## src/rtl/uart_mmio_pkg.sv

```systemverilog
// Shared constants for the UART TX MMIO controller: default register map,
// STATUS bit positions and the TX sequencing FSM encoding.
package uart_mmio_pkg;

  localparam logic [7:0] ADDR_DATA_DEF   = 8'h10;
  localparam logic [7:0] ADDR_STATUS_DEF = 8'h14;

  localparam int ST_FULL    = 0;
  localparam int ST_EMPTY   = 1;
  localparam int ST_OVF     = 2;
  localparam int ST_BUSY    = 3;
  localparam int ST_IRQ     = 4;
  localparam int ST_CNT_LSB = 8;

  // Write-1-to-clear bit positions in a STATUS store.
  localparam int CLR_OVF_BIT = 2;
  localparam int CLR_IRQ_BIT = 3;

  typedef enum logic [1:0] {
    IDLE      = 2'd0,
    START     = 2'd1,
    WAIT_BUSY = 2'd2,
    WAIT_DONE = 2'd3
  } tx_state_e;

endpackage

```

## src/rtl/uart_tx_mmio_ctrl_if.sv

```systemverilog
// CPU MMIO bus plus UART tx handshake; master is the CPU/UART side, slave the controller.
// tx_irq exists only when UART_TX_IRQ_EN is defined.
interface uart_tx_mmio_ctrl_if #(
  parameter int ADDR_W = 8
);
  logic [ADDR_W-1:0] bus_addr;
  logic [31:0]       bus_wdata;
  logic              bus_we;
  logic [31:0]       bus_rdata;
  logic [7:0]        tx_data;
  logic              tx_start;
  logic              tx_busy;
`ifdef UART_TX_IRQ_EN
  logic              tx_irq;
`endif

  modport master (
    output bus_addr, bus_wdata, bus_we, tx_busy,
    input  bus_rdata, tx_data, tx_start
`ifdef UART_TX_IRQ_EN
    , input tx_irq
`endif
  );

  modport slave (
    input  bus_addr, bus_wdata, bus_we, tx_busy,
    output bus_rdata, tx_data, tx_start
`ifdef UART_TX_IRQ_EN
    , output tx_irq
`endif
  );

endinterface

```

## src/rtl/uart_tx_fifo.sv

```systemverilog
// Synchronous byte FIFO with occupancy count; pointers wrap modulo DEPTH (power of 2).
// Caller guarantees no push when full and no pop when empty.
module uart_tx_fifo #(
  parameter int DEPTH = 8,
  parameter int W     = 8,
  localparam int PTR_W = $clog2(DEPTH),
  localparam int CNT_W = PTR_W + 1
) (
  input  logic             clk,
  input  logic             rst_n,
  input  logic             push_i,
  input  logic [W-1:0]     din_i,
  input  logic             pop_i,
  output logic [W-1:0]     dout_o,
  output logic             full_o,
  output logic             empty_o,
  output logic [CNT_W-1:0] count_o
);

  logic [W-1:0]     mem_q [DEPTH];
  logic [PTR_W-1:0] wr_ptr_q, rd_ptr_q;
  logic [CNT_W-1:0] count_q;

  always_ff @(posedge clk) begin
    if (push_i) mem_q[wr_ptr_q] <= din_i;
  end

  always_ff @(posedge clk or negedge rst_n) begin
    if (!rst_n) begin
      wr_ptr_q <= '0;
      rd_ptr_q <= '0;
      count_q  <= '0;
    end else begin
      if (push_i) wr_ptr_q <= wr_ptr_q + PTR_W'(1);
      if (pop_i)  rd_ptr_q <= rd_ptr_q + PTR_W'(1);
      case ({push_i, pop_i})
        2'b10:   count_q <= count_q + CNT_W'(1);
        2'b01:   count_q <= count_q - CNT_W'(1);
        default: count_q <= count_q;
      endcase
    end
  end

  assign dout_o  = mem_q[rd_ptr_q];
  assign full_o  = (count_q == CNT_W'(DEPTH));
  assign empty_o = (count_q == '0);
  assign count_o = count_q;

endmodule

```

## src/rtl/uart_tx_mmio_ctrl.sv

```systemverilog
// MMIO front-end feeding the UART transmitter from a TX byte FIFO, with STATUS polling.
// Optional completion interrupt is built only when UART_TX_IRQ_EN is defined.
module uart_tx_mmio_ctrl
  import uart_mmio_pkg::*;
#(
  parameter int              ADDR_W      = 8,
  parameter logic [ADDR_W-1:0] ADDR_DATA   = ADDR_W'(ADDR_DATA_DEF),
  parameter logic [ADDR_W-1:0] ADDR_STATUS = ADDR_W'(ADDR_STATUS_DEF),
  parameter int              FIFO_DEPTH  = 8
) (
  input logic                clk,
  input logic                rst_n,
  uart_tx_mmio_ctrl_if.slave bus
);

  localparam int CNT_W = $clog2(FIFO_DEPTH) + 1;

  logic             fifo_full, fifo_empty, fifo_pop;
  logic [7:0]       fifo_head;
  logic [CNT_W-1:0] fifo_count;
  logic             data_wr, status_wr, push, drop;
  logic             ovf_q, ovf_d;
  tx_state_e        state_q;
  logic             tx_start_q;
  logic [7:0]       tx_data_q;
  logic [31:0]      status;
  logic             unused_wdata;

  assign data_wr   = bus.bus_we && (bus.bus_addr == ADDR_DATA);
  assign status_wr = bus.bus_we && (bus.bus_addr == ADDR_STATUS);
  // Full is taken before any same-cycle pop, so a store to a full FIFO drops.
  assign push      = data_wr && !fifo_full;
  assign drop      = data_wr && fifo_full;
  assign fifo_pop  = (state_q == IDLE) && !fifo_empty && !bus.tx_busy;

  uart_tx_fifo #(.DEPTH(FIFO_DEPTH), .W(8)) u_fifo (
    .clk     (clk),
    .rst_n   (rst_n),
    .push_i  (push),
    .din_i   (bus.bus_wdata[7:0]),
    .pop_i   (fifo_pop),
    .dout_o  (fifo_head),
    .full_o  (fifo_full),
    .empty_o (fifo_empty),
    .count_o (fifo_count)
  );

  always_comb begin
    ovf_d = ovf_q;
    if (status_wr && bus.bus_wdata[CLR_OVF_BIT]) ovf_d = 1'b0;
    if (drop) ovf_d = 1'b1;
  end

  always_ff @(posedge clk or negedge rst_n) begin
    if (!rst_n) ovf_q <= 1'b0;
    else        ovf_q <= ovf_d;
  end

  always_ff @(posedge clk or negedge rst_n) begin
    if (!rst_n) begin
      state_q    <= IDLE;
      tx_start_q <= 1'b0;
      tx_data_q  <= 8'h00;
    end else begin
      case (state_q)
        IDLE: begin
          if (fifo_pop) begin
            tx_data_q  <= fifo_head;
            tx_start_q <= 1'b1;
            state_q    <= START;
          end
        end
        START: begin
          tx_start_q <= 1'b0;
          state_q    <= bus.tx_busy ? WAIT_DONE : WAIT_BUSY;
        end
        WAIT_BUSY: if (bus.tx_busy)  state_q <= WAIT_DONE;
        WAIT_DONE: if (!bus.tx_busy) state_q <= IDLE;
        default: state_q <= IDLE;
      endcase
    end
  end

  assign bus.tx_start = tx_start_q;
  assign bus.tx_data  = tx_data_q;

`ifdef UART_TX_IRQ_EN
  logic irq_q, irq_d;

  // Raised on the WAIT_DONE->IDLE step that leaves nothing queued; clear wins.
  always_comb begin
    irq_d = irq_q;
    if ((state_q == WAIT_DONE) && !bus.tx_busy && fifo_empty) irq_d = 1'b1;
    if (push || (status_wr && bus.bus_wdata[CLR_IRQ_BIT])) irq_d = 1'b0;
  end

  always_ff @(posedge clk or negedge rst_n) begin
    if (!rst_n) irq_q <= 1'b0;
    else        irq_q <= irq_d;
  end

  assign bus.tx_irq = irq_q;
`endif

  always_comb begin
    status                    = '0;
    status[ST_FULL]           = fifo_full;
    status[ST_EMPTY]          = fifo_empty;
    status[ST_OVF]            = ovf_q;
    status[ST_BUSY]           = (state_q != IDLE);
    status[ST_CNT_LSB +: 8]   = 8'(fifo_count);
`ifdef UART_TX_IRQ_EN
    status[ST_IRQ]            = irq_q;
`endif
  end

  always_comb begin
    bus.bus_rdata = '0;
    if (bus.bus_addr == ADDR_STATUS) bus.bus_rdata = status;
  end

  assign unused_wdata = ^bus.bus_wdata;

endmodule

```

## src/flat_wrapper.sv

```systemverilog
// flat-port wrapper written by rule: the top's interface ports become plain ports
module uart_tx_mmio_ctrl_flat import uart_mmio_pkg::*;
#(
  parameter int              ADDR_W      = 8,
  parameter logic [ADDR_W-1:0] ADDR_DATA   = ADDR_W'(ADDR_DATA_DEF),
  parameter logic [ADDR_W-1:0] ADDR_STATUS = ADDR_W'(ADDR_STATUS_DEF),
  parameter int              FIFO_DEPTH  = 8
)
  (clk, rst_n, bus_bus_addr, bus_bus_wdata, bus_bus_we, bus_tx_busy, bus_bus_rdata, bus_tx_data, bus_tx_start);
  uart_tx_mmio_ctrl_if #(.ADDR_W(ADDR_W)) bus_i ();
  input logic clk;
  input logic rst_n;
  input wire logic [$bits(bus_i.bus_addr)-1:0] bus_bus_addr;
  input wire logic [$bits(bus_i.bus_wdata)-1:0] bus_bus_wdata;
  input wire logic [$bits(bus_i.bus_we)-1:0] bus_bus_we;
  input wire logic [$bits(bus_i.tx_busy)-1:0] bus_tx_busy;
  output wire logic [$bits(bus_i.bus_rdata)-1:0] bus_bus_rdata;
  output wire logic [$bits(bus_i.tx_data)-1:0] bus_tx_data;
  output wire logic [$bits(bus_i.tx_start)-1:0] bus_tx_start;
  assign bus_i.bus_addr = bus_bus_addr;
  assign bus_i.bus_wdata = bus_bus_wdata;
  assign bus_i.bus_we = bus_bus_we;
  assign bus_i.tx_busy = bus_tx_busy;
  assign bus_bus_rdata = bus_i.bus_rdata;
  assign bus_tx_data = bus_i.tx_data;
  assign bus_tx_start = bus_i.tx_start;
  uart_tx_mmio_ctrl #(.ADDR_W(ADDR_W), .ADDR_DATA(ADDR_DATA), .ADDR_STATUS(ADDR_STATUS), .FIFO_DEPTH(FIFO_DEPTH)) u_core (.clk(clk), .rst_n(rst_n), .bus(bus_i));
endmodule
```

## config.mk

```make
export PLATFORM = sky130hd
export DESIGN_NAME = uart_tx_mmio_ctrl_flat
export DESIGN_NICKNAME = d
export VERILOG_FILES = /design/src/rtl/uart_mmio_pkg.sv /design/src/rtl/uart_tx_mmio_ctrl_if.sv /design/src/rtl/uart_tx_fifo.sv /design/src/rtl/uart_tx_mmio_ctrl.sv /design/src/flat_wrapper.sv
export SDC_FILE = /design/constraint.sdc
export NUM_CORES = 1
export LEC_CHECK = 0
export ABC_AREA = 1
export CAP_MARGIN = 20
export CORE_ASPECT_RATIO = 1.75
export CORE_MARGIN = 2
export CORE_UTILIZATION = 40
export CTS_BUF_LIST = sky130_fd_sc_hd__clkbuf_2 sky130_fd_sc_hd__clkbuf_4 sky130_fd_sc_hd__clkbuf_8
export CTS_CLUSTER_DIAMETER = 80
export DETAILED_ROUTE_END_ITERATION = 8
export PLACE_DENSITY = 0.65
export SLEW_MARGIN = 20
export SYNTH_ARGS = -nofsm -noshare
export SYNTH_HDL_FRONTEND = slang
export SYNTH_SLANG_ARGS = --single-unit
```

## constraint.sdc

```tcl
create_clock -name clk -period 2.5 [get_ports clk]
set_input_delay 0.25 -clock clk [delete_from_list [all_inputs] [get_ports clk]]
set_output_delay 0.25 -clock clk [all_outputs]
set_load 0.02 [all_outputs]
```

==> results of run 1 <==
cell families (layout without fill, tap and decap cells):
group                      Yosys count  count (layout)  share of synthesized area [%]
buffers and inverters               60              90                           9.74
adders and majority gates           10              10                           3.08
other                                1              24                         0.0924
xor gates and xnor gates             6               6                           1.48
muxes                                1               1                          0.247
DFF                                 86              86                           60.9
and+or+nand+nor                    178             178                           19.4
AOI/OAI and AO/OA                   41              41                           5.09
power by group:
part           internal [µW]  switching (µW)  leakage (µW)
clock                    579             470      0.000112
sequential              1680             142      0.000850
combinational            625            1070      0.000888
cells in the final DEF (no fill, tap or decap), types with 2 or more instances in the layout:
| cell | instances |
|---|---|
| nor2_1 | 86 |
| edfxtp_1 | 64 |
| nand2_1 | 44 |
| o21ai_0 | 36 |
| clkdlybuf4s50_1 | 36 |
| nand3_1 | 32 |
| conb_1 | 24 |
| dfrtp_1 | 22 |
| inv_1 | 19 |
| buf_4 | 15 |
| ha_1 | 10 |
| clkbuf_8 | 9 |
| nor3_1 | 4 |
| xnor2_1 | 4 |
| inv_2 | 3 |
| nand3_2 | 2 |
| nor2_4 | 2 |
| nand3_4 | 2 |
| a21oi_1 | 2 |
| nand3b_1 | 2 |
| o21ai_1 | 2 |
| clkinv_2 | 2 |
| clkbuf_4 | 2 |
| bufinv_16 | 2 |
state kept, by name, indices dropped and copies added (netlist names):
| register | flops |
|---|---|
| u_core.bus.tx_start | 1 |
| u_core.u_fifo.count_o | 4 |
| u_core.state_q | 2 |
| u_core.ovf_q | 1 |
| u_core.u_fifo.rd_ptr_q | 3 |
| u_core.bus.tx_data | 8 |
| u_core.u_fifo.wr_ptr_q | 3 |
| u_core.u_fifo.mem_q | 64 |
layout make-up:
cell class              instances  area share (%)
flip-flops and latches         86            52.8
clock buffers                  11            2.97
repair buffers                 51            10.1
clock inverters                 5            1.58
multi-input cells             260            27.3
well taps                     125            3.34
inverters                      23            1.90
worst max-delay path: stages (launching register included):
cell and delay, ps:
dfrtp_1 440, nor2_2 160, nand3_1 250, nor2_1 170, clkdlybuf4s50_1 610
final timing paths:
check / from / end / slack, ps / cells past startpoint
hold / removal: rst_n / u_core.bus.tx_start$_DFFE_PN0P_ / 250 / 2
max in group asynchronous: rst_n / u_core.state_q[0]$_DFFE_PN0P_ / 2000 / 2
min in group clk: u_core.bus.tx_data[5]$_DFFE_PN0P_ / u_core.bus.tx_data[5]$_DFFE_PN0P_ / 480 / 2
setup reg to reg: u_core.u_fifo.count_o[1]$_DFFE_PN0P_ / u_core.u_fifo.count_o[2]$_DFFE_PN0P_ / 310 / 10
hold reg to reg: u_core.bus.tx_data[5]$_DFFE_PN0P_ / u_core.bus.tx_data[5]$_DFFE_PN0P_ / 480 / 2
setup / recovery: u_core.u_fifo.count_o[1]$_DFFE_PN0P_ / bus_bus_rdata[0] / 260 / 4
metal layers:
| layer | vias to the layer above | global-route usage (%) |
|---|---|---|
| met5 | - | 0 |
| met4 | 0 | 10.7 |
| met3 | 18 | 3.47 |
| met2 | 98 | 29.8 |
| met1 | 1327 | 16.5 |
| li1 | 1325 | - |
metrics by stage:
| step | util (%) | power (µW) | setup WS [ps] | instances | hold WS [ps] |
|---|---|---|---|---|---|
| 3_5_place_dp | 45.4 | 3550 | 89.9 | 545 | 466 |
| 5_1_grt | 47.5 | 4870 | 115 | 561 | 261 |
| 4_1_cts | 47.5 | 4610 | 228 | 561 | 249 |
| 3_3_place_gp | 45.4 | 3480 | 200 | 545 | 464 |
| 6_report | 47.5 | 4570 | 257 | 561 | 252 |
| 2_1_floorplan | - | 3160 | 416 | 406 | -45.6 |
==> results.yml, run 1 <==
sta:
  final_hold_viol_count: 0
  fmax_mhz: 446
  rsz0062_at_grt: "no"
  finClkSkew_ps: 10.8
  setup_violations: 0
  finalCriticalPeriod_ps: 2240
  fin_crit_sh_pct: 89.7
  tns_ps: 0
  drv_slew: 0
route:
  wl_um: 8390
  first_pass_iters: 4
  wl_met3_um: 370
  dr.first_iter.drc_count: 153
  drt-met1-wl_um: 3130
  wl_met2_um: 4570
  highest_layer: "met4"
  routed_via_density: 4.93
  drc_errors: 0
  ant_nets: 0
  vias: 2768
  wl_per_cell_um: 14.9
global_routing:
  grt_pass1_wl_um: 13300
  grt_pass1_vias: 2792
  antenna_found_initial: 0
  grt_overflow: 0
  grt_use_total_pct: 16.4
  grt_start_max_net_pins: 34
hold_path:
  hold_path.class: "in2async"
logic_synthesis:
  syn-cell-area_um2: 4060
  async_reset_ff_share_pct: 25.6
  yosysTopAreaCellShare_pct: 47.3
  synth_common_cells: "nor2_1, edfxtp_1, nand2_1, o21ai_0, nand3_1"
  synth_area_leaders: "edfxtp_1, dfrtp_1, nor2_1"
  yosysWarnings: 0
  yosys.cell_types.count: 30
  synth_area_per_cell_um2: 10.6
  yosysTopAreaCell: "edfxtp_1"
  ys_ff_latch: 86
  synth-edff-count: 64
  syn_inst: 383
  yosysMostFrequentCell: "nor2_1"
  ys_seq_area_share_pct: 60.9
  synth-main-ff-cell: "edfxtp_1"
clocking:
  clockRootBuffer: "clkbuf_8"
  cts_buffer_depth: 2
  ctsHoldBuffers: 0
  cts_tree: "built"
  numCtsBuffers: 9
  worstSkewPairLatency_ps: 350
  post_cts.repair.setup_buffers: 0
  ctsResizeCount: 0
  clkSinkCount: 86
  clk_pin_slew_ps: 80
  h-tree-depth: 3
layout:
  areaGrowthSynthToFinish_pct: 15.3
  final_area_um2: 4680
  antennaDiodeCount: 0
  final_nets: 485
  layout-drive-gt1-share_pct: 10.1
  num-fill-cells: 914
  register_area_um2: 2470
  multi_input_area_um2: 1280
floorplan:
  die_w_um: 80.1
  ioPinCount: 85
  dieArea_um2: 11000
  start_util_pct: 41.2
  core_um2: 9850
  die_h_um: 137
  rows: 48
place:
  dp_hpwl_um: 5590
  numPortBuffers: 36
  place_congestion: 0.809
  place_area_um2: 4470
critical_path:
  critPathKind: "reg2out"
  cp_max_fo: 5
  worstSetupEndpointType: "primary output"
  startpoint_type: "flop"
  cp.required_ps: 2250
  cp.arrival_ps: 1990
job:
  cap_violations: 0
power_and_ir_drop:
  power_density_nw_per_um2: 976
  leakage_uw: 0.00185
  ir_worst_vdd_v: 0.000467
outcome:
  status: "complete, no violations"
Note: power is estimated with default switching activity, not from simulation.
==> inputs of run 2 (changes only) <==
--- a/config.mk
+++ b/config.mk
@@ -10,3 +10,2 @@
 export CORE_ASPECT_RATIO = 1.75
-export CORE_MARGIN = 2
 export CORE_UTILIZATION = 40
==> constraint.sdc (replaced) <==
create_clock -name clk -period 2.4 [get_ports clk]
set_input_delay 0.36 -clock clk [delete_from_list [all_inputs] [get_ports clk]]
set_output_delay 0.36 -clock clk [all_outputs]
set_load 0.02 [all_outputs]
==> run 2 against run 1 <==
Compared with the run above:
- flip-flop and latch count unchanged
- register-to-register slack worse by 30 ps
- critical path depth up 8
- largest cell class unchanged
- hold slack better by 95 ps
- final area up 2.1%
- via count up 1.2%
- non-clock buffer count up 7
==> results.yml, run 2 (same netlist as run 1, synthesis figures left out) <==
outcome:
  status: "complete, no violations"
place:
  dp_hpwl_um: 5810
  dp_cells: 552
  numPortBuffers: 36
  place_congestion: 0.844
  place_area_um2: 4520
floorplan:
  dieArea_um2: 10600
  die_w_um: 78.1
  die_h_um: 135
  ioPinCount: 85
  rows: 48
  start_util_pct: 41.2
  core_um2: 9850
critical_path:
  slowest_delay_ps: 430
  worstSetupEndpointType: "flop"
  crit_chain: "inv_1, ha_2, nand3_4, inv_2, ha_1, buf_4, nor2_1, nor2_1, ha_1, a21oi_1, or2_2, a31oi_1"
  critPathSlowestCell: "dfrtp_1"
  critPathKind: "reg2reg"
  cp.required_ps: 2690
  cp.arrival_ps: 2410
  startpoint_type: "flop"
  cp_max_fo: 5
route:
  wl_um: 8540
  wl_per_cell_um: 15.0
  ant_nets: 0
  vias: 2800
  routed_via_density: 4.93
  first_pass_iters: 4
  dr.first_iter.drc_count: 219
  drc_errors: 0
clocking:
  post_cts.repair.setup_buffers: 0
  clk_pin_slew_ps: 90
  numCtsBuffers: 9
  clockRootBuffer: "clkbuf_8"
  cts_buffer_depth: 2
  worstSkewPairLatency_ps: 360
  cts_tree: "built"
  h-tree-depth: 3
  clkSinkCount: 86
  ctsHoldBuffers: 0
layout:
  fin_cells: 568
  final_area_um2: 4780
  largest_reg_flops: 64
  utilization_pct: 48.5
  layout-drive-gt1-share_pct: 11.7
  regMostFlops: "u_core.u_fifo.mem_q"
  antennaDiodeCount: 0
  final_nets: 492
  layout_commonest_cell: "nor2_1"
  final_cell_mix: "nor2_1, edfxtp_1, nand2_1"
  areaGrowthSynthToFinish_pct: 17.8
power_and_ir_drop:
  power.share.clock_pct: 24.7
  switchingPower_uw: 1770
  power_density_nw_per_um2: 1030
  leakage_uw: 0.00202
  power_switching_share_pct: 36.1
  seqPwrFrac_pct: 38.5
  power.share.combinational_pct: 36.9
  p_int_uw: 3140
  ir_worst_vdd_v: 0.000487
global_routing:
  grt_start_max_net_pins: 34
  grt_overflow: 0
  grt_pass1_vias: 2822
  antenna_found_initial: 0
  grt_use_total_pct: 17.8
  grt_pass1_wl_um: 13800
sta:
  tns_ps: 0
  fmax_mhz: 471
  fin_crit_sh_pct: 88.5
  final_hold_viol_count: 0
  finalCriticalPeriod_ps: 2120
  setup_violations: 0
  finClkSkew_ps: 14.4
  drv_slew: 0
  rsz0062_at_grt: "no"
hold_path:
  hold_path.class: "in2async"
job:
  cap_violations: 0
-- run 2: worst paths after layout --
kind	to	start	cells past startpoint	slack, ps
hold / removal	u_core.bus.tx_data[3]$_DFFE_PN0P_	rst_n	2	350
setup / recovery	u_core.u_fifo.count_o[2]$_DFFE_PN0P_	u_core.state_q[0]$_DFFE_PN0P_	12	280
max in group asynchronous	u_core.ovf_q$_DFFE_PN0P_	rst_n	2	1800
hold reg to reg	u_core.bus.tx_data[0]$_DFFE_PN0P_	u_core.bus.tx_data[0]$_DFFE_PN0P_	2	480
min in group clk	u_core.bus.tx_data[0]$_DFFE_PN0P_	u_core.bus.tx_data[0]$_DFFE_PN0P_	2	480
setup reg to reg	u_core.u_fifo.count_o[2]$_DFFE_PN0P_	u_core.state_q[0]$_DFFE_PN0P_	12	280
-- run 2: layout make-up --
| class | count | area [µm²] |
|---|---|---|
| multi-input combinational | 260 | 1280 |
| tap | 125 | 156 |
| clock inverter | 6 | 110 |
| timing repair buffer | 58 | 542 |
| sequential | 86 | 2470 |
| clock buffer | 10 | 131 |
| fill | 926 | 5070 |
| inverter | 23 | 88.8 |
-- run 2: through the flow --
step	setup WS [ps]	hold WS [ps]	power (µW)
5_1_grt	15.5	365	5230
6_report	276	347	4910
4_1_cts	12.0	357	4950
3_5_place_dp	-8.52	467	3740
2_1_floorplan	316	64.4	3290
3_3_place_gp	9.57	466	3670
-- run 2: critical path: cells and delay by family, from the launching register on --
kind,cells,cell delay [ps]
adder cells (fa/ha/maj),3,570
AND/OR/NAND/NOR,4,560
AO/OA/AOI/OAI,2,160
flip-flops,1,430
buffers and inverters,3,340
-- run 2: layer usage --
layer	part of all wire [%]	up-vias	GRT usage [%]
li1	-	1346	-
met1	36	1338	18.1
met2	54	94	32.2
met3	4.2	22	3.10
met4	5.1	0	12.7
met5	0	-	0
-- run 2: timing repair --
action | CTS | global route
endpoints found under the hold margin | 0 | 0
setup endpoints to repair | 1 | 8
resized for setup | 1 | 8
-- run 2: power by group through the flow --
stage	Clock (µW)	Sequential [µW]	Combinational, µW
2_1_floorplan	0	1980	1320
3_3_place_gp	0	1920	1750
3_5_place_dp	0	1920	1820
4_1_cts	1220	1890	1830
5_1_grt	1270	1910	2050
6_report	1210	1890	1810
==> inputs of run 3 (changes only) <==
CORE_UTILIZATION = 53   (was 40)
PLACE_DENSITY = 0.82   (was 0.65)
==> run 3 against run 2 <==
Compared with the run above:
- maximum frequency shrank 5.9%
- first-iteration DRC count rose by 0.46%
- hold slack better by 6.4 ps
- combinational power down 3%
- die area is 24% lower
- total power is 2.6% lower
- wire length fell by 8.3%
==> results.yml, run 3 (same netlist as run 1, synthesis figures left out) <==
outcome:
  status: "complete, no violations"
critical_path:
  slowest_delay_ps: 440
  cp.arrival_ps: 2530
  critPathSlowestCell: "dfrtp_1"
  startpoint_type: "flop"
  cp.required_ps: 2670
  worstSetupEndpointType: "flop"
  startpoint: "u_core.state_q[0]$_DFFE_PN0P_"
  crit_chain: "inv_1, ha_1, nand3_4, inv_2, ha_1, buf_4, nor2_1, nor2_1, ha_1, a21oi_1, or2_2, a31oi_1"
  cp_common_cell: "ha_1"
  rr_worst_depth: 12
  r2r_slack_ps: 140
  r2r_start: "u_core.state_q[0]$_DFFE_PN0P_"
  r2r_end: "u_core.u_fifo.count_o[2]$_DFFE_PN0P_"
  critPathTopFamily: "adder cells"
  crit_buf_inv: 3
  cp_max_fo: 5
  critPathKind: "reg2reg"
floorplan:
  die_w_um: 68.2
  rows: 41
  dieArea_um2: 8030
  start_util_pct: 55.7
  die_h_um: 118
  ioPinCount: 85
  core_um2: 7280
sta:
  fmax_mhz: 443
  fin_crit_sh_pct: 94.0
  final_hold_viol_count: 0
  drv_slew: 0
  rsz0062_at_grt: "no"
  finalCriticalPeriod_ps: 2260
  finClkSkew_ps: 10.9
  setup_violations: 0
clocking:
  cts_tree: "built"
  cts_buffer_depth: 2
  worstSkewPairLatency_ps: 360
  post_cts.repair.setup_buffers: 0
  clkSinkCount: 86
  clockRootBuffer: "clkbuf_8"
  numCtsBuffers: 9
  h-tree-depth: 3
  clk_pin_slew_ps: 80
route:
  first_pass_iters: 5
  drc_errors: 0
  wl_per_cell_um: 14.9
  routed_via_density: 5.32
  dr.first_iter.drc_count: 220
  vias: 2799
  ant_nets: 0
  wl_um: 7830
layout:
  layout_commonest_cell: "nor2_1"
  final_nets: 489
  layout-drive-gt1-share_pct: 11.1
  largest_reg_flops: 64
  final_cell_mix: "nor2_1, edfxtp_1, nand2_1"
  antennaDiodeCount: 0
  fin_cells: 526
  areaGrowthSynthToFinish_pct: 14.9
  regMostFlops: "u_core.u_fifo.mem_q"
hold_path:
  hold_path.class: "in2async"
place:
  numPortBuffers: 36
  place_congestion: 0.786
  dp_cells: 510
  dp_hpwl_um: 5460
job:
  cap_violations: 0
power_and_ir_drop:
  p_total_uw: 4780
  power_switching_share_pct: 36.2
  p_int_uw: 3050
  power.share.combinational_pct: 36.7
  seqPwrFrac_pct: 40.0
  power_density_nw_per_um2: 1030
  switchingPower_uw: 1730
  ir_worst_vdd_v: 0.000510
  leakage_uw: 0.00191
  power.share.clock_pct: 23.3
global_routing:
  grt_pass1_wl_um: 13200
  grt_use_total_pct: 22.5
  grt_start_max_net_pins: 35
  grt_pass1_vias: 2884
  grt_overflow: 0
  antenna_found_initial: 0
[run 3: worst max-delay path by stage]
stage,slack (ps),cells past startpoint,to
after CTS,160,12,u_core.u_fifo.count_o[2]$_DFFE_PN0P_
after detailed placement,-50,13,u_core.u_fifo.count_o[2]$_DFFE_PN0P_
after floorplan,320,13,u_core.u_fifo.count_o[2]$_DFFE_PN0P_
final,140,12,u_core.u_fifo.count_o[2]$_DFFE_PN0P_
after global placement,50,7,bus_bus_rdata[9]
after global routing,40,12,u_core.u_fifo.count_o[2]$_DFFE_PN0P_
[run 3: final cells by class]
cell class,count,area (µm²)
Clock inverter,4,70.1
Tap cell,86,108
Inverter,23,88.8
Fill cell,579,2620
Sequential cell,86,2470
Multi-Input combinational cell,260,1280
Clock buffer,12,153
Timing Repair Buffer,55,493
[run 3: through the flow]
stage	TNS, ps	hold slack (ps)	instance area, µm²	setup WS [ps]	util [%]
final	0	354	4660	143	64.0
after global routing	0	380	4660	37.7	64.0
after CTS	0	357	4660	160	64.0
after detailed placement	-110	467	4450	-52.8	61.1
after global placement	0	463	4450	48.2	61.1
after floorplan	0	64.4	4150	316	-
[run 3: routing by layer]
metal | vias to the layer above | share of wire, % | global-route usage (%)
met5 | - | 0 | 0
met4 | 0 | 3.6 | 11.5
met3 | 23 | 6.2 | 5.33
met2 | 126 | 55 | 39.1
met1 | 1312 | 35 | 24.0
li1 | 1338 | - | -
[run 3: what timing repair did]
action,in CTS,in global routing
setup endpoints to repair,8,0
hold buffers,0,0
resized for setup,8,0
[run 3: power groups by stage]
| stage | clock network, µW | logic (µW) | registers (µW) |
|---|---|---|---|
| 6_report | 1120 | 1750 | 1910 |
| 5_1_grt | 1190 | 1980 | 1930 |
| 4_1_cts | 1130 | 1760 | 1910 |
| 3_5_place_dp | 0 | 1740 | 1940 |
| 3_3_place_gp | 0 | 1640 | 1930 |
| 2_1_floorplan | 0 | 1320 | 1980 |
